<file path="src/rtl/mouse_cursor_sprite_if.sv">
// Pixel-stream, mouse-state and overlay-output bundle between the VGA timing/mouse logic and the cursor renderer.
interface mouse_cursor_sprite_if #(
   parameter int unsigned COORD_W = 10,
   parameter int unsigned RGB_W   = 12
);
   logic [COORD_W-1:0] pix_x;
   logic [COORD_W-1:0] pix_y;
   logic               video_on;
   logic               frame_start;
   logic [COORD_W-1:0] mouse_x;
   logic [COORD_W-1:0] mouse_y;
   logic               mouse_valid;
   logic               btn_left;
   logic               show;
   logic               cur_on;
   logic [RGB_W-1:0]   cur_rgb;

   modport master (
      output pix_x, pix_y, video_on, frame_start,
      output mouse_x, mouse_y, mouse_valid, btn_left, show,
      input  cur_on, cur_rgb
   );

   modport slave (
      input  pix_x, pix_y, video_on, frame_start,
      input  mouse_x, mouse_y, mouse_valid, btn_left, show,
      output cur_on, cur_rgb
   );
endinterface

</file>
<file path="src/rtl/mouse_cursor_sprite.sv">
// Procedural arrow-cursor overlay: frame-synchronous position/visibility, auto-hide,
// and a two-stage hit-test / bitmap pipeline with registered enable and colour.
module mouse_cursor_sprite #(
   parameter int unsigned     COORD_W     = 10,
   parameter int unsigned     CUR_W       = 8,
   parameter int unsigned     CUR_H       = 11,
   parameter int unsigned     SCALE_LOG2  = 0,
   parameter int unsigned     RGB_W       = 12,
   parameter logic [RGB_W-1:0] FILL_RGB    = 12'hFFF,
   parameter logic [RGB_W-1:0] PRESS_RGB   = 12'hF80,
   parameter logic [RGB_W-1:0] OUTLINE_RGB = 12'h000,
   parameter int unsigned     HIDE_FRAMES = 180
) (
   input logic                  clk,
   input logic                  reset_n,
   mouse_cursor_sprite_if.slave bus
);

   localparam int unsigned DW      = COORD_W + 1;
   localparam int unsigned SPAN_X  = CUR_W << SCALE_LOG2;
   localparam int unsigned SPAN_Y  = CUR_H << SCALE_LOG2;
   localparam int unsigned BW      = 7;
   localparam int unsigned IDLE_W  = (HIDE_FRAMES > 0) ? $clog2(HIDE_FRAMES + 1) : 1;
   localparam bit          HIDE_EN = (HIDE_FRAMES != 0);

   logic [COORD_W-1:0] pend_x_q, pend_x_d, pend_y_q, pend_y_d;
   logic [COORD_W-1:0] act_x_q, act_x_d, act_y_q, act_y_d;
   logic [IDLE_W-1:0]  idle_q, idle_d;
   logic               act_vis_q, act_vis_d;
   logic [DW-1:0]      dx_q, dx_d, dy_q, dy_d;
   logic               in_x_q, in_x_d, in_y_q, in_y_d;
   logic               vid_q, vid_d, btn_q, btn_d;
   logic               cur_on_q, cur_on_d;
   logic [RGB_W-1:0]   cur_rgb_q, cur_rgb_d;
   logic [BW-1:0]      col, row, row_n;
   logic               bit_set, outline;

   // Frame-synchronous position/visibility; a coincident mouse_valid lands in pend only.
   always_comb begin
      pend_x_d  = pend_x_q;
      pend_y_d  = pend_y_q;
      act_x_d   = act_x_q;
      act_y_d   = act_y_q;
      idle_d    = idle_q;
      act_vis_d = act_vis_q;
      if (bus.frame_start) begin
         act_x_d   = pend_x_q;
         act_y_d   = pend_y_q;
         act_vis_d = bus.show && (!HIDE_EN || (idle_q < IDLE_W'(HIDE_FRAMES)));
         if (idle_q < IDLE_W'(HIDE_FRAMES)) idle_d = idle_q + IDLE_W'(1);
      end
      if (bus.mouse_valid) begin
         pend_x_d = bus.mouse_x;
         pend_y_d = bus.mouse_y;
         idle_d   = '0;
      end
   end

   // Stage 1: signed offsets from the hotspot; negative offsets have the top bit set.
   always_comb begin
      dx_d   = {1'b0, bus.pix_x} - {1'b0, act_x_q};
      dy_d   = {1'b0, bus.pix_y} - {1'b0, act_y_q};
      in_x_d = !dx_d[DW-1] && (dx_d < DW'(SPAN_X));
      in_y_d = !dy_d[DW-1] && (dy_d < DW'(SPAN_Y));
      vid_d  = bus.video_on;
      btn_d  = bus.btn_left;
   end

   // Stage 2: arrow bitmap lookup (row width grows then shrinks) and colour select.
   always_comb begin
      col = BW'(dx_q >> SCALE_LOG2);
      row = BW'(dy_q >> SCALE_LOG2);
      if (row < BW'(CUR_W)) begin
         row_n = row + BW'(1);
      end else begin
         row_n = BW'(CUR_H) - row;
         if (row_n > BW'(CUR_W)) row_n = BW'(CUR_W);
      end
      bit_set = (col < row_n);
      outline = (col == BW'(0)) || (col == row_n - BW'(1)) ||
                (row == BW'(0)) || (row == BW'(CUR_H - 1));
      cur_on_d  = vid_q && act_vis_q && in_x_q && in_y_q && bit_set;
      cur_rgb_d = '0;
      if (cur_on_d) cur_rgb_d = outline ? OUTLINE_RGB : (btn_q ? PRESS_RGB : FILL_RGB);
   end

   always_ff @(posedge clk or negedge reset_n) begin
      if (!reset_n) begin
         pend_x_q  <= '0;
         pend_y_q  <= '0;
         act_x_q   <= '0;
         act_y_q   <= '0;
         idle_q    <= '0;
         act_vis_q <= 1'b0;
         dx_q      <= '0;
         dy_q      <= '0;
         in_x_q    <= 1'b0;
         in_y_q    <= 1'b0;
         vid_q     <= 1'b0;
         btn_q     <= 1'b0;
         cur_on_q  <= 1'b0;
         cur_rgb_q <= '0;
      end else begin
         pend_x_q  <= pend_x_d;
         pend_y_q  <= pend_y_d;
         act_x_q   <= act_x_d;
         act_y_q   <= act_y_d;
         idle_q    <= idle_d;
         act_vis_q <= act_vis_d;
         dx_q      <= dx_d;
         dy_q      <= dy_d;
         in_x_q    <= in_x_d;
         in_y_q    <= in_y_d;
         vid_q     <= vid_d;
         btn_q     <= btn_d;
         cur_on_q  <= cur_on_d;
         cur_rgb_q <= cur_rgb_d;
      end
   end

   assign bus.cur_on  = cur_on_q;
   assign bus.cur_rgb = cur_rgb_q;

endmodule

</file>
<file path="src/flat_wrapper.sv">
// flat-port wrapper written by rule: the top's interface ports become plain ports
module mouse_cursor_sprite_flat 
#(
   parameter int unsigned     COORD_W     = 10,
   parameter int unsigned     CUR_W       = 8,
   parameter int unsigned     CUR_H       = 11,
   parameter int unsigned     SCALE_LOG2  = 0,
   parameter int unsigned     RGB_W       = 12,
   parameter logic [RGB_W-1:0] FILL_RGB    = 12'hFFF,
   parameter logic [RGB_W-1:0] PRESS_RGB   = 12'hF80,
   parameter logic [RGB_W-1:0] OUTLINE_RGB = 12'h000,
   parameter int unsigned     HIDE_FRAMES = 180
)
  (clk, reset_n, bus_pix_x, bus_pix_y, bus_video_on, bus_frame_start, bus_mouse_x, bus_mouse_y, bus_mouse_valid, bus_btn_left, bus_show, bus_cur_on, bus_cur_rgb);
  mouse_cursor_sprite_if #(.COORD_W(COORD_W), .RGB_W(RGB_W)) bus_i ();
  input logic clk;
  input logic reset_n;
  input wire logic [$bits(bus_i.pix_x)-1:0] bus_pix_x;
  input wire logic [$bits(bus_i.pix_y)-1:0] bus_pix_y;
  input wire logic [$bits(bus_i.video_on)-1:0] bus_video_on;
  input wire logic [$bits(bus_i.frame_start)-1:0] bus_frame_start;
  input wire logic [$bits(bus_i.mouse_x)-1:0] bus_mouse_x;
  input wire logic [$bits(bus_i.mouse_y)-1:0] bus_mouse_y;
  input wire logic [$bits(bus_i.mouse_valid)-1:0] bus_mouse_valid;
  input wire logic [$bits(bus_i.btn_left)-1:0] bus_btn_left;
  input wire logic [$bits(bus_i.show)-1:0] bus_show;
  output wire logic [$bits(bus_i.cur_on)-1:0] bus_cur_on;
  output wire logic [$bits(bus_i.cur_rgb)-1:0] bus_cur_rgb;
  assign bus_i.pix_x = bus_pix_x;
  assign bus_i.pix_y = bus_pix_y;
  assign bus_i.video_on = bus_video_on;
  assign bus_i.frame_start = bus_frame_start;
  assign bus_i.mouse_x = bus_mouse_x;
  assign bus_i.mouse_y = bus_mouse_y;
  assign bus_i.mouse_valid = bus_mouse_valid;
  assign bus_i.btn_left = bus_btn_left;
  assign bus_i.show = bus_show;
  assign bus_cur_on = bus_i.cur_on;
  assign bus_cur_rgb = bus_i.cur_rgb;
  mouse_cursor_sprite #(.COORD_W(COORD_W), .CUR_W(CUR_W), .CUR_H(CUR_H), .SCALE_LOG2(SCALE_LOG2), .RGB_W(RGB_W), .FILL_RGB(FILL_RGB), .PRESS_RGB(PRESS_RGB), .OUTLINE_RGB(OUTLINE_RGB), .HIDE_FRAMES(HIDE_FRAMES)) u_core (.clk(clk), .reset_n(reset_n), .bus(bus_i));
endmodule
</file>
<file path="config.mk">
export PLATFORM = sky130hd
export DESIGN_NAME = mouse_cursor_sprite_flat
export DESIGN_NICKNAME = d
export VERILOG_FILES = /design/src/rtl/mouse_cursor_sprite_if.sv /design/src/rtl/mouse_cursor_sprite.sv /design/src/flat_wrapper.sv
export SDC_FILE = /design/constraint.sdc
export NUM_CORES = 1
export LEC_CHECK = 0
export CAP_MARGIN = 20
export CORE_ASPECT_RATIO = 0.5
export CORE_MARGIN = 1.5
export CORE_UTILIZATION = 30
export CTS_CLUSTER_SIZE = 8
export DETAILED_ROUTE_END_ITERATION = 10
export DONT_BUFFER_PORTS = 1
export HOLD_SLACK_MARGIN = 0.02
export PLACE_DENSITY_LB_ADDON = 0.12
export SYNTH_ARGS = -nofsm -noshare
export SYNTH_HDL_FRONTEND = slang
export SYNTH_SLANG_ARGS = --single-unit
export TNS_END_PERCENT = 1
</file>
<file path="constraint.sdc">
create_clock -name clk -period 8.5 [get_ports clk]
set_input_delay 1.275 -clock clk [delete_from_list [all_inputs] [get_ports clk]]
set_output_delay 1.275 -clock clk [all_outputs]
set_load 0.02 [all_outputs]
</file>
* Word level (Yosys, flattened, before mapping)
Cells that the tools add are included.
Operators by class: add/sub/neg operators 6, $lt $le $gt $ge 6, equal/unequal tests 2, mux-type cells 8, reductions and logical operators 17
Operators by type and width (number):
- $mux 12 | 2
- $mux 8 | 3
- $lt 11x4->1 const B | 2
- $sub 10x10->11 | 2
- $mux 7 | 3
- $logic_not 7->1 | 2
- $add 8x1->8 const B | 1
- $lt 8x8->1 const B | 1
- $add 7x1->7 const B | 1
- $eq 7x4->1 const B | 1
- $eq 7x7->1 | 1
- $gt 7x4->1 const B | 1
- $logic_and 1x1->1 | 7
- $lt 7x4->1 const B | 1
- $lt 7x7->1 | 1
- $sub 4x7->7 const A | 1
- $sub 7x1->7 const B | 1
- $reduce_bool 2->1 | 2
- $logic_or 1x1->1 | 3
- $logic_not 1->1 | 2
- $reduce_and 2->1 | 1
Word-level totals: register bits after elaboration 80, logic and storage cells 53

* Longest topological paths before layout
Gate-level depths: netlist of the first run.
word-level depth 11, depth in mapped cells 16, gate-level depth less buffers 15

* Least setup slack after synthesis of the first run
OpenSTA, ideal clock, no wires.
path kind input to register, start point input port bus_pix_y[0], end point register u_core.in_y_q, setup time 0.100 ns, arrival time 3.225 ns, required time 8.400 ns, setup slack 5.175 ns, stages on the path 11, path buffers 0, cells stage by stage inv_1 -> ha_1 -> inv_1 -> fa_1 -> a21o_1 -> a21oi_1 -> o21bai_1 -> a211oi_1 -> nor2_1 -> a2111oi_0 -> nor4bb_1
On the way: longest elaborated chain between the ends 3, elaborated cells between the ends (all ways) 4
RTL lines:
- start, declared | RTL line flat_wrapper.sv:19 | input wire logic [$bits(bus_i.pix_y)-1:0] bus_pix_y;
- $sub 10x10->11 | RTL line mouse_cursor_sprite.sv:62 | dy_d = {1'b0, bus.pix_y} - {1'b0, act_y_q};
- via u_core.dy_d[6] | RTL line mouse_cursor_sprite.sv:30 | logic [DW-1:0] dx_q, dx_d, dy_q, dy_d;
- $lt 11x4->1 | RTL line mouse_cursor_sprite.sv:64 | in_y_d = !dy_d[DW-1] && (dy_d < DW'(SPAN_Y));
- $logic_and 1x1->1 | RTL line mouse_cursor_sprite.sv:64
- via u_core.in_y_d | RTL line mouse_cursor_sprite.sv:31 | logic in_x_q, in_x_d, in_y_q, in_y_d;
- end signal, assigned | RTL line mouse_cursor_sprite.sv:113 | in_y_q <= in_y_d;
- end, declared | RTL line mouse_cursor_sprite.sv:31
The timed path passes the listed nets, and every way through them passes these cells. A chain may end at the register's enable or synchronous reset.

* Worst setup path in the final report of the first run
start point register u_core.dy_q[2], end point register u_core.cur_rgb_q[6] (netlist: u_core.bus.cur_rgb[6])
On the way: longest elaborated chain between the ends 11, elaborated cells between the ends (all ways) 17
RTL lines:
- start, declared | RTL line mouse_cursor_sprite.sv:30
- start signal, assigned | RTL line mouse_cursor_sprite.sv:111 | dy_q <= dy_d;
- $sub 4x7->7 | RTL line mouse_cursor_sprite.sv:76 | row_n = BW'(CUR_H) - row;
- $gt 7x4->1 | RTL line mouse_cursor_sprite.sv:77 | if (row_n > BW'(CUR_W)) row_n = BW'(CUR_W);
- $mux 7 | RTL line mouse_cursor_sprite.sv:77
- $mux 7 | RTL line mouse_cursor_sprite.sv:73 | if (row < BW'(CUR_W)) begin
- $sub 7x1->7 | RTL line mouse_cursor_sprite.sv:80 | outline = (col == BW'(0)) || (col == row_n - BW'(1)) ||
- $eq 7x7->1 | RTL line mouse_cursor_sprite.sv:80
- $logic_or 1x1->1 (2 in a row) | RTL line mouse_cursor_sprite.sv:80
- $logic_or 1x1->1 | RTL line mouse_cursor_sprite.sv:81 | (row == BW'(0)) || (row == BW'(CUR_H - 1));
- $mux 12 | RTL line mouse_cursor_sprite.sv:84 | if (cur_on_d) cur_rgb_d = outline ? OUTLINE_RGB : (btn_q ? PRESS_RGB : FILL_RGB);
- $mux 12 (*) | RTL line mouse_cursor_sprite.sv:84
- end signal, assigned | RTL line mouse_cursor_sprite.sv:117 | cur_rgb_q <= cur_rgb_d;
- end, declared | RTL line mouse_cursor_sprite.sv:34 | logic [RGB_W-1:0] cur_rgb_q, cur_rgb_d;
Every way passes the cells marked *; elsewhere a longest branch is shown, timed or not.

==> flow_summary.json, run 1 <==
{
  "clk_pin_slew_worst_paths_ps": 50,
  "die-area_um2": 14200,
  "totalNegativeSetupSlack_ps": 0,
  "clk_latency_ps": 330,
  "yosysUniqueCellTypes": 60,
  "grt_max_degree": 71,
  "fin_worst_skew_ps": 6.00,
  "yosys-top-cells-count": "70 x dfrtp_1, 40 x inv_1, 34 x ha_1, 31 x nand2_1, 29 x o21ai_0",
  "core_area_um2": 12900,
  "fin_crit_ps": 3360,
  "async_flop_share_pct": 100,
  "max_stage_delay_ps": 570,
  "clockBufferDepth": 2,
  "setup_viol": 0,
  "vias": 2668,
  "synth_edf_count": 0,
  "hold_violations": 0,
  "timing.rr.start": "u_core.dy_q[2]$_DFF_PN0_",
  "yosysTopAreaCell": "dfrtp_1",
  "netlist_instances": 394,
  "drive_above_1_share_pct": 12.5,
  "fillers": 1332,
  "num-nets-final": 470,
  "synth.top_cell.area_share_pct": 43.3,
  "dieHeight_um": 85.1,
  "cts.sinks": 70,
  "via_per_inst": 4.75,
  "startpoint": "u_core.dy_q[2]$_DFF_PN0_",
  "syn2layout_area_growth_pct": 10.6,
  "cap_viol_max_count": 0,
  "dpl_cell_area_um2": 4150,
  "cts_tree": "done",
  "dp_hpwl_mm": 6.17,
  "root_buffer": "clkbuf_16",
  "startpoint_type": "register",
  "worst_r2r_path_depth": 12,
  "syn_avg_cell_area_um2": 10.3,
  "grt_util_all_layers_pct": 12.7,
  "cts_buffers": 9,
  "cts_setup_buffers": 0,
  "criticalPathCategory": "reg -> reg",
  "rrSetupSlack_ps": 5140,
  "first_iter_violations": 103,
  "io_pins": 60,
  "power_leakage_uw": 0.00201,
  "firstDrtPassIters": 4,
  "dieWidth_um": 167,
  "cp_data_arrival_time_ps": 3610,
  "ant_nets": 0,
  "slew_headroom_pct": 42.3,
  "grt_pass1_wl_mm": 14.0,
  "slowest_stage": "dfrtp_1",
  "drc_errors": 0,
  "total_power_uw": 1130,
  "syn_area_um2": 4040,
  "antenna_found_initial": 0,
  "rr_endpoint": "u_core.bus.cur_rgb[6]$_DFF_PN0_",
  "synth.most_common_cell": "dfrtp_1",
  "power.density_nw_per_um2": 252,
  "critical_path_depth": 12,
  "path_cells": "ha_1 -> nor3_1 -> and2_1 -> or2_1 -> a22oi_1 -> ha_1 -> a21oi_1 -> o21ai_0 -> maj3_1 -> a21o_1 -> a211o_1 -> nor3_1",
  "finalCritPeriodShare_pct": 39.5,
  "synth_area_leaders": "dfrtp_1 43%, ha_1 11%, mux2_2 6.1%",
  "port-buffer-count": 0,
  "irDropWorstVdd_mv": 0.0904,
  "synthFlopType": "dfrtp_1",
  "crit_path_end": "u_core.bus.cur_rgb[6]$_DFF_PN0_",
  "crit_path_end_kind": "register",
  "post_cts_resized": 0,
  "holdCritPathClass": "reg -> reg",
  "worst_pin_slew_ps": 866,
  "path_buf_inv": 0,
  "final_max_slew_viol_count": 0,
  "grt_pass1_vias": 2768,
  "cp_top_family": "compound AO/OA/AOI/OAI gates",
  "synth_warnings": 0,
  "outcome": "complete, no violations",
  "hp-start": "u_core.btn_q$_DFF_PN0_",
  "whs_path_depth": 1,
  "drt_wl_total_mm": 8.22,
  "rsz0062_at_grt": "false",
  "crit_required_ps": 8740,
  "rows": 29,
  "ys_seq_area_share_pct": 43.3,
  "ys_seq_elements": 70,
  "crit_fanout": 9,
  "cts.hold.buffers_added": 0,
  "start_util_pct": 31.3,
  "gp_congestion": 0.766,
  "cts_htree_levels": 3,
  "routedWlPerCell_um": 14.6,
  "antenna_cells": 0,
  "fin_area_um2": 4470,
  "fmax_ghz": 0.297,
  "globalRouteOverflowTotal": 0
}
[routing by layer]
layer	vias to the layer above	wire length, um	share of wire, %	global-route usage [%]
li1	1342	-	-	-
met1	1274	4300	52	16.9
met2	42	3560	43	19.7
met3	10	271	3.3	3.68
met4	0	90	1.1	4.67
met5	-	0	0	0
[cell families after synthesis]
group,after synthesis,synth area share [%]
other,1,0.0928
AO/OA/AOI/OAI,86,14.5
XOR/XNOR,20,4.33
adder cells (fa/ha/maj),37,11.8
flip-flops,70,43.3
AND/OR/NAND/NOR,95,12.3
multiplexers,25,6.96
buffers and inverters,60,6.72
[power breakdown]
part / leakage [uW] / internal [uW] / switching, uW
clock network: 0.000160 / 265 / 139
logic: 0.000992 / 138 / 159
registers: 0.000855 / 377 / 47.2
[sequential cells by signal (all words and copies together) (netlist names), 2 cells and up]
signal	flops
u_core.act_x_q	10
u_core.act_y_q	10
u_core.bus.cur_rgb	2
u_core.dx_q	7
u_core.dy_q	7
u_core.idle_q	8
u_core.pend_x_q	10
u_core.pend_y_q	10
[per-stage QoR]
step | std cells | utilization, % | worst slack, ps | hold WS (ps)
floorplan | 395 | - | 5170 | 386
global placement | 546 | 32.1 | 5030 | 396
detailed placement | 546 | 32.1 | 4950 | 394
CTS | 562 | 34.6 | 5140 | 401
global route | 562 | 34.6 | 4910 | 407
finish | 562 | 34.6 | 5140 | 400
[cells in the final DEF, fill, tap and decap left out, types with 8 or more instances in the layout]
cell type and instances:
dfrtp_1 70, inv_1 40, ha_1 34, nand2_1 31, o21ai_0 29, mux2_2 22, nor2_1 20, a21oi_1 15
xnor2_1 10, xor2_1 10, clkbuf_16 9, a21o_1 8
[final cells by class]
type                       count  area (um2)  share of cell area (%)
clock buffer                  11         243                    5.43
sequential                    70        1750                    39.2
tap                          170         213                    4.76
multi-input combinational    265        2020                    45.3
timing repair buffer           1        7.51                   0.168
inverter                      40         150                    3.36
clock inverter                 5        82.6                    1.85
[how the worst min path moves through the flow]
stage	to	slack (ps)
after floorplan	u_core.bus.cur_rgb[6]$_DFF_PN0_	390
after global placement	u_core.bus.cur_rgb[6]$_DFF_PN0_	400
after detailed placement	u_core.bus.cur_rgb[6]$_DFF_PN0_	390
after CTS	u_core.bus.cur_rgb[6]$_DFF_PN0_	400
after global routing	u_core.bus.cur_rgb[6]$_DFF_PN0_	410
final	u_core.bus.cur_rgb[6]$_DFF_PN0_	400
No activity file was read; power rests on OpenSTA's default activity.
==> inputs of run 2 (changes only) <==
- clock period: 8.5 -> 2.9 ns (I/O delays scaled with it)
==> run 2 against run 1 <==
Compared with the run above: wire length up 4.4%; clock skew is 0.64 ps lower; combinational power increased to 4.5 times the previous value.
==> flow_summary.json, run 2 (synthesized netlist as in run 1, its figures left out) <==
{
  "dp_cells": 567,
  "crit_required_ps": 3150,
  "port-buffer-count": 0,
  "worst_r2r_path_depth": 13,
  "cts_buffers": 9,
  "core_area_um2": 12900,
  "totalNegativeSetupSlack_ps": 0,
  "cts_tree": "done",
  "hold_violations": 0,
  "firstDrtPassIters": 4,
  "grt_util_all_layers_pct": 12.9,
  "dp_hpwl_mm": 6.37,
  "clk_latency_ps": 330,
  "whs_path_depth": 0,
  "power.switching_uw": 1170,
  "power.density_nw_per_um2": 746,
  "layout_commonest_cell": "dfrtp_1",
  "syn2layout_area_growth_pct": 20.8,
  "globalRouteOverflowTotal": 0,
  "swShare_pct": 32.2,
  "antenna_cells": 0,
  "root_buffer": "clkbuf_16",
  "grt_pass1_wl_mm": 14.3,
  "grt_pass1_vias": 2936,
  "instances_no_fill": 595,
  "final_max_slew_viol_count": 0,
  "crit_path_end_kind": "register",
  "hp-start": "bus_video_on",
  "setup_viol": 0,
  "criticalPathCategory": "reg -> reg",
  "power_leakage_uw": 0.00218,
  "clockBufferDepth": 2,
  "fmax_ghz": 0.346,
  "via_per_inst": 4.67,
  "worst_pin_slew_ps": 865,
  "fin_worst_skew_ps": 5.37,
  "antenna_found_initial": 0,
  "cap_viol_max_count": 0,
  "rr_endpoint": "u_core.bus.cur_rgb[6]$_DFF_PN0_",
  "num-nets-final": 503,
  "first_iter_violations": 146,
  "holdPathEnd": "u_core.vid_q$_DFF_PN0_",
  "routedWlPerCell_um": 14.4,
  "startpoint_type": "register",
  "comb_power_share_pct": 37.0,
  "most-common-layout-cells": "69 x dfrtp_1, 38 x inv_1, 30 x nand2_1, 30 x ha_1, 29 x buf_4",
  "crit_fanout": 4,
  "dieWidth_um": 167,
  "vias": 2779,
  "holdCritPathClass": "in -> reg",
  "finalCritPeriodShare_pct": 99.8,
  "drive_above_1_share_pct": 24.7,
  "p_int_uw": 2470,
  "timing.rr.start": "u_core.dy_q[3]$_DFF_PN0_",
  "total_power_uw": 3640,
  "die-area_um2": 14200,
  "cts_htree_levels": 3,
  "clk_pin_slew_worst_paths_ps": 50,
  "rsz0062_at_grt": "true",
  "outcome": "complete, no violations",
  "p_clk_share_pct": 29.3,
  "drc_errors": 0,
  "finalWorstSetupSlack_ps": 6.14,
  "cp_data_arrival_time_ps": 3140,
  "cts.sinks": 70,
  "final_util_pct": 37.8,
  "rrSetupSlack_ps": 6,
  "dieHeight_um": 85.1,
  "start_util_pct": 31.3,
  "gp_congestion": 0.811,
  "seqPwrFrac_pct": 33.7,
  "slew_headroom_pct": 42.4,
  "io_pins": 60,
  "irDropWorstVdd_mv": 0.305,
  "rows": 29,
  "dpl_worst_slack_ps": -120,
  "fin_crit_ps": 2890,
  "ant_nets": 0,
  "drt_wl_total_mm": 8.58,
  "grt_max_degree": 71
}
-- run 2: worst max-delay path by stage --
stage / to / depth (start not counted) / from
after detailed placement: u_core.bus.cur_rgb[6]$_DFF_PN0_ / 12 / u_core.dy_q[3]$_DFF_PN0_
after global placement: u_core.bus.cur_rgb[6]$_DFF_PN0_ / 12 / u_core.dy_q[3]$_DFF_PN0_
after CTS: u_core.bus.cur_rgb[6]$_DFF_PN0_ / 16 / u_core.dy_q[3]$_DFF_PN0_
after floorplan: u_core.bus.cur_rgb[6]$_DFF_PN0_ / 12 / u_core.dy_q[3]$_DFF_PN0_
after global routing: u_core.bus.cur_rgb[6]$_DFF_PN0_ / 16 / u_core.dy_q[3]$_DFF_PN0_
final: u_core.bus.cur_rgb[6]$_DFF_PN0_ / 13 / u_core.dy_q[3]$_DFF_PN0_
-- run 2: metal layers --
layer	global-route usage [%]	wire [um]
met5	0	0
met4	4.34	129
met3	4.01	337
met2	20.4	3740
met1	16.9	4380
-- run 2: what timing repair did --
action                                  4_1_cts  5_1_grt
hold endpoints to repair                     70        0
endpoints found under the setup margin        2        3
resized for setup                             7       27
hold buffers                                  2        0
setup buffers                                 3        7
pin swaps                                     0       21
-- run 2: worst max-delay path: stages, from the launching register on --
cell       delay [ps]
dfrtp_1           430
buf_6             160
buf_6             110
nor4_4            330
buf_4             190
nand2_4            50
a2bb2oi_4         170
ha_4              230
a21oi_2           130
o21ai_2            70
maj3_2            300
a21o_1            190
a211o_1           320
nor3_2            150
-- run 2: power by group through the flow --
stage                     logic [uW]  clock network, uW  registers (uW)
after detailed placement        1060                  0            1230
after global placement          1040                  0            1230
after floorplan                  760                  0            1210
after global routing            1500               1150            1250
final                           1350               1070            1230
after CTS                       1160               1100            1220
-- run 2: final cells by class --
type	instances	area, um2
fillers	1277	8030
multi-input cells	265	2180
flip-flops and latches	70	1750
repair buffers	34	298
clock buffers	11	233
well taps	170	213
inverters	40	153
clock inverters	5	58.8
-- run 2: per-stage QoR --
step | area, um2 | hold slack (ps)
6_report | 4880 | 135
4_1_cts | 4690 | 119
3_3_place_gp | 4310 | 141
3_5_place_dp | 4310 | 141
5_1_grt | 4880 | 114
2_1_floorplan | 4060 | 139
==> inputs of run 3 (changes only) <==
- CORE_MARGIN: 1.5 -> 5
==> run 3 against run 2 <==
Compared with the run above: clock power barely moved; critical path type unchanged; die area up 13%; critical path depth decreased by 1; global-route usage shrank 1.7 points; via count shrank 1.0%; register-to-register slack improved by 100 ps; count of clock-buffer cells in the layout rose by 1; sequential share of layout area grew 0.77 points; fmax is 3.6% higher; clock skew shrank 3.2 ps; setup slack gained 100 ps; first-iteration DRC count fell by 12%.
==> flow_summary.json, run 3 (synthesized netlist as in run 1, its figures left out) <==
{
  "first_iter_violations": 129,
  "core_area_um2": 13400,
  "max_stage_delay_ps": 450,
  "io_pins": 60,
  "antenna_cells": 0,
  "cp_data_arrival_time_ps": 3040,
  "p_clk_share_pct": 29.8,
  "antenna_found_initial": 0,
  "ant_nets": 0,
  "clk_pin_slew_worst_paths_ps": 50,
  "power.switching_uw": 1110,
  "grt_util_all_layers_pct": 11.3,
  "final_max_slew_viol_count": 0,
  "p_int_uw": 2450,
  "routedWlPerCell_um": 14.6,
  "grt_max_degree": 71,
  "syn2layout_area_growth_pct": 18.4,
  "drive_above_1_share_pct": 22.0,
  "setup_viol": 0,
  "fin_worst_skew_ps": 2.16,
  "comb_power_share_pct": 35.6,
  "slew_headroom_pct": 42.3,
  "final_util_pct": 35.8,
  "via_per_inst": 4.63,
  "dieHeight_um": 92.1,
  "hold_violations": 0,
  "most-common-layout-cells": "68 x dfrtp_1, 39 x inv_1, 31 x nand2_1",
  "crit_path_end_kind": "register",
  "finalCritPeriodShare_pct": 96.3,
  "vias": 2750,
  "dpl_cell_area_um2": 4300,
  "cts.sinks": 70,
  "drc_errors": 0,
  "clk_latency_ps": 320,
  "power_leakage_uw": 0.00213,
  "fmax_ghz": 0.358,
  "fin_crit_ps": 2790,
  "criticalPathCategory": "reg -> reg",
  "start_util_pct": 30.3,
  "slowest_stage": "dfrtp_2",
  "layout_commonest_cell": "dfrtp_1",
  "cts_htree_levels": 3,
  "seqPwrFrac_pct": 34.6,
  "worst_pin_slew_ps": 866,
  "globalRouteOverflowTotal": 0,
  "drt_wl_total_mm": 8.65,
  "dp_hpwl_mm": 6.58,
  "clockBufferDepth": 2,
  "swShare_pct": 31.3,
  "cts_buffers": 9,
  "port-buffer-count": 0,
  "rsz0062_at_grt": "true",
  "die-area_um2": 16000,
  "gp_congestion": 0.808,
  "outcome": "complete, no violations",
  "cts_tree": "done",
  "grt_pass1_vias": 2851,
  "num-nets-final": 497,
  "root_buffer": "clkbuf_16",
  "fillers": 1336,
  "path_cells": "ha_4 -> nand3b_1 -> mux2i_2 -> or2_1 -> a22oi_2 -> ha_1 -> a21oi_2 -> o21ai_1 -> maj3_2 -> a21o_1 -> a211o_1 -> nor3_1",
  "firstDrtPassIters": 4,
  "crit_required_ps": 3140,
  "cap_viol_max_count": 0,
  "power.density_nw_per_um2": 744,
  "irDropWorstVdd_mv": 0.257,
  "crit_fanout": 4,
  "holdCritPathClass": "in -> reg",
  "startpoint_type": "register",
  "dieWidth_um": 174,
  "fin_area_um2": 4790,
  "rows": 30,
  "grt_pass1_wl_mm": 14.3,
  "totalNegativeSetupSlack_ps": 0
}
run 3: worst paths after layout:
path	startpoint	endpoint	slack (ps)	cells after the start
worst min register to register	u_core.btn_q$_DFF_PN0_	u_core.bus.cur_rgb[6]$_DFF_PN0_	410	1
worst max-delay path	u_core.dy_q[3]$_DFF_PN0_	u_core.bus.cur_rgb[6]$_DFF_PN0_	110	12
max in group asynchronous	reset_n	u_core.dy_q[3]$_DFF_PN0_	1930	2
min in group asynchronous	reset_n	u_core.pend_y_q[8]$_DFFE_PN0P_	660	2
worst min-delay path	bus_btn_left	u_core.btn_q$_DFF_PN0_	140	0
worst max register to register	u_core.dy_q[3]$_DFF_PN0_	u_core.bus.cur_rgb[6]$_DFF_PN0_	110	12
run 3: what timing repair did:
item | in CTS | in global routing
resized for setup | 5 | 18
hold buffers | 2 | 0
hold endpoints to repair | 70 | 0
endpoints found under the setup margin | 2 | 3
buffers inserted | 3 | 3
pin swaps | 1 | 11
run 3: cell type report:
class	count	area, um2	area share (%)
tap	176	220	4.60
inverter	40	150	3.14
sequential	70	1750	36.7
timing repair buffer	28	236	4.94
multi-input combinational	265	2130	44.6
clock inverter	3	45.0	0.941
clock buffer	12	246	5.15
run 3: power by group through the flow:
stage               registers (uW)  logic, uW  clock network [uW]
floorplan                     1210        760                   0
global placement              1230       1050                   0
detailed placement            1230       1060                   0
CTS                           1220       1150                1100
global route                  1260       1410                1150
finish                        1230       1270                1060
run 3: worst max-delay path: cells and delay by family (launching register included):
| kind | cells | cell delay, ps |
|---|---|---|
| AOI/OAI and AO/OA | 5 | 890 |
| adders and majority gates | 3 | 770 |
| and+or+nand+nor | 3 | 520 |
| DFF | 1 | 450 |
| muxes | 1 | 90 |
run 3: stage by stage:
| step | setup slack (ps) | instances | hold slack [ps] | total power [uW] |
|---|---|---|---|---|
| 6_report | 108 | 594 | 137 | 3560 |
| 3_3_place_gp | -35.3 | 571 | 141 | 2280 |
| 5_1_grt | -39.0 | 594 | 118 | 3820 |
| 2_1_floorplan | 31.2 | 395 | 139 | 1970 |
| 3_5_place_dp | -93.1 | 571 | 141 | 2290 |
| 4_1_cts | 16.5 | 591 | 122 | 3470 |
run 3: layer usage:
metal / global-route usage (%) / vias to the layer above / share of wire (%)
li1: - / 1390 / -
met1: 14.6 / 1316 / 48
met2: 17.9 / 33 / 46
met3: 3.54 / 11 / 3.6
met4: 3.55 / 0 / 1.5
met5: 0 / - / 0
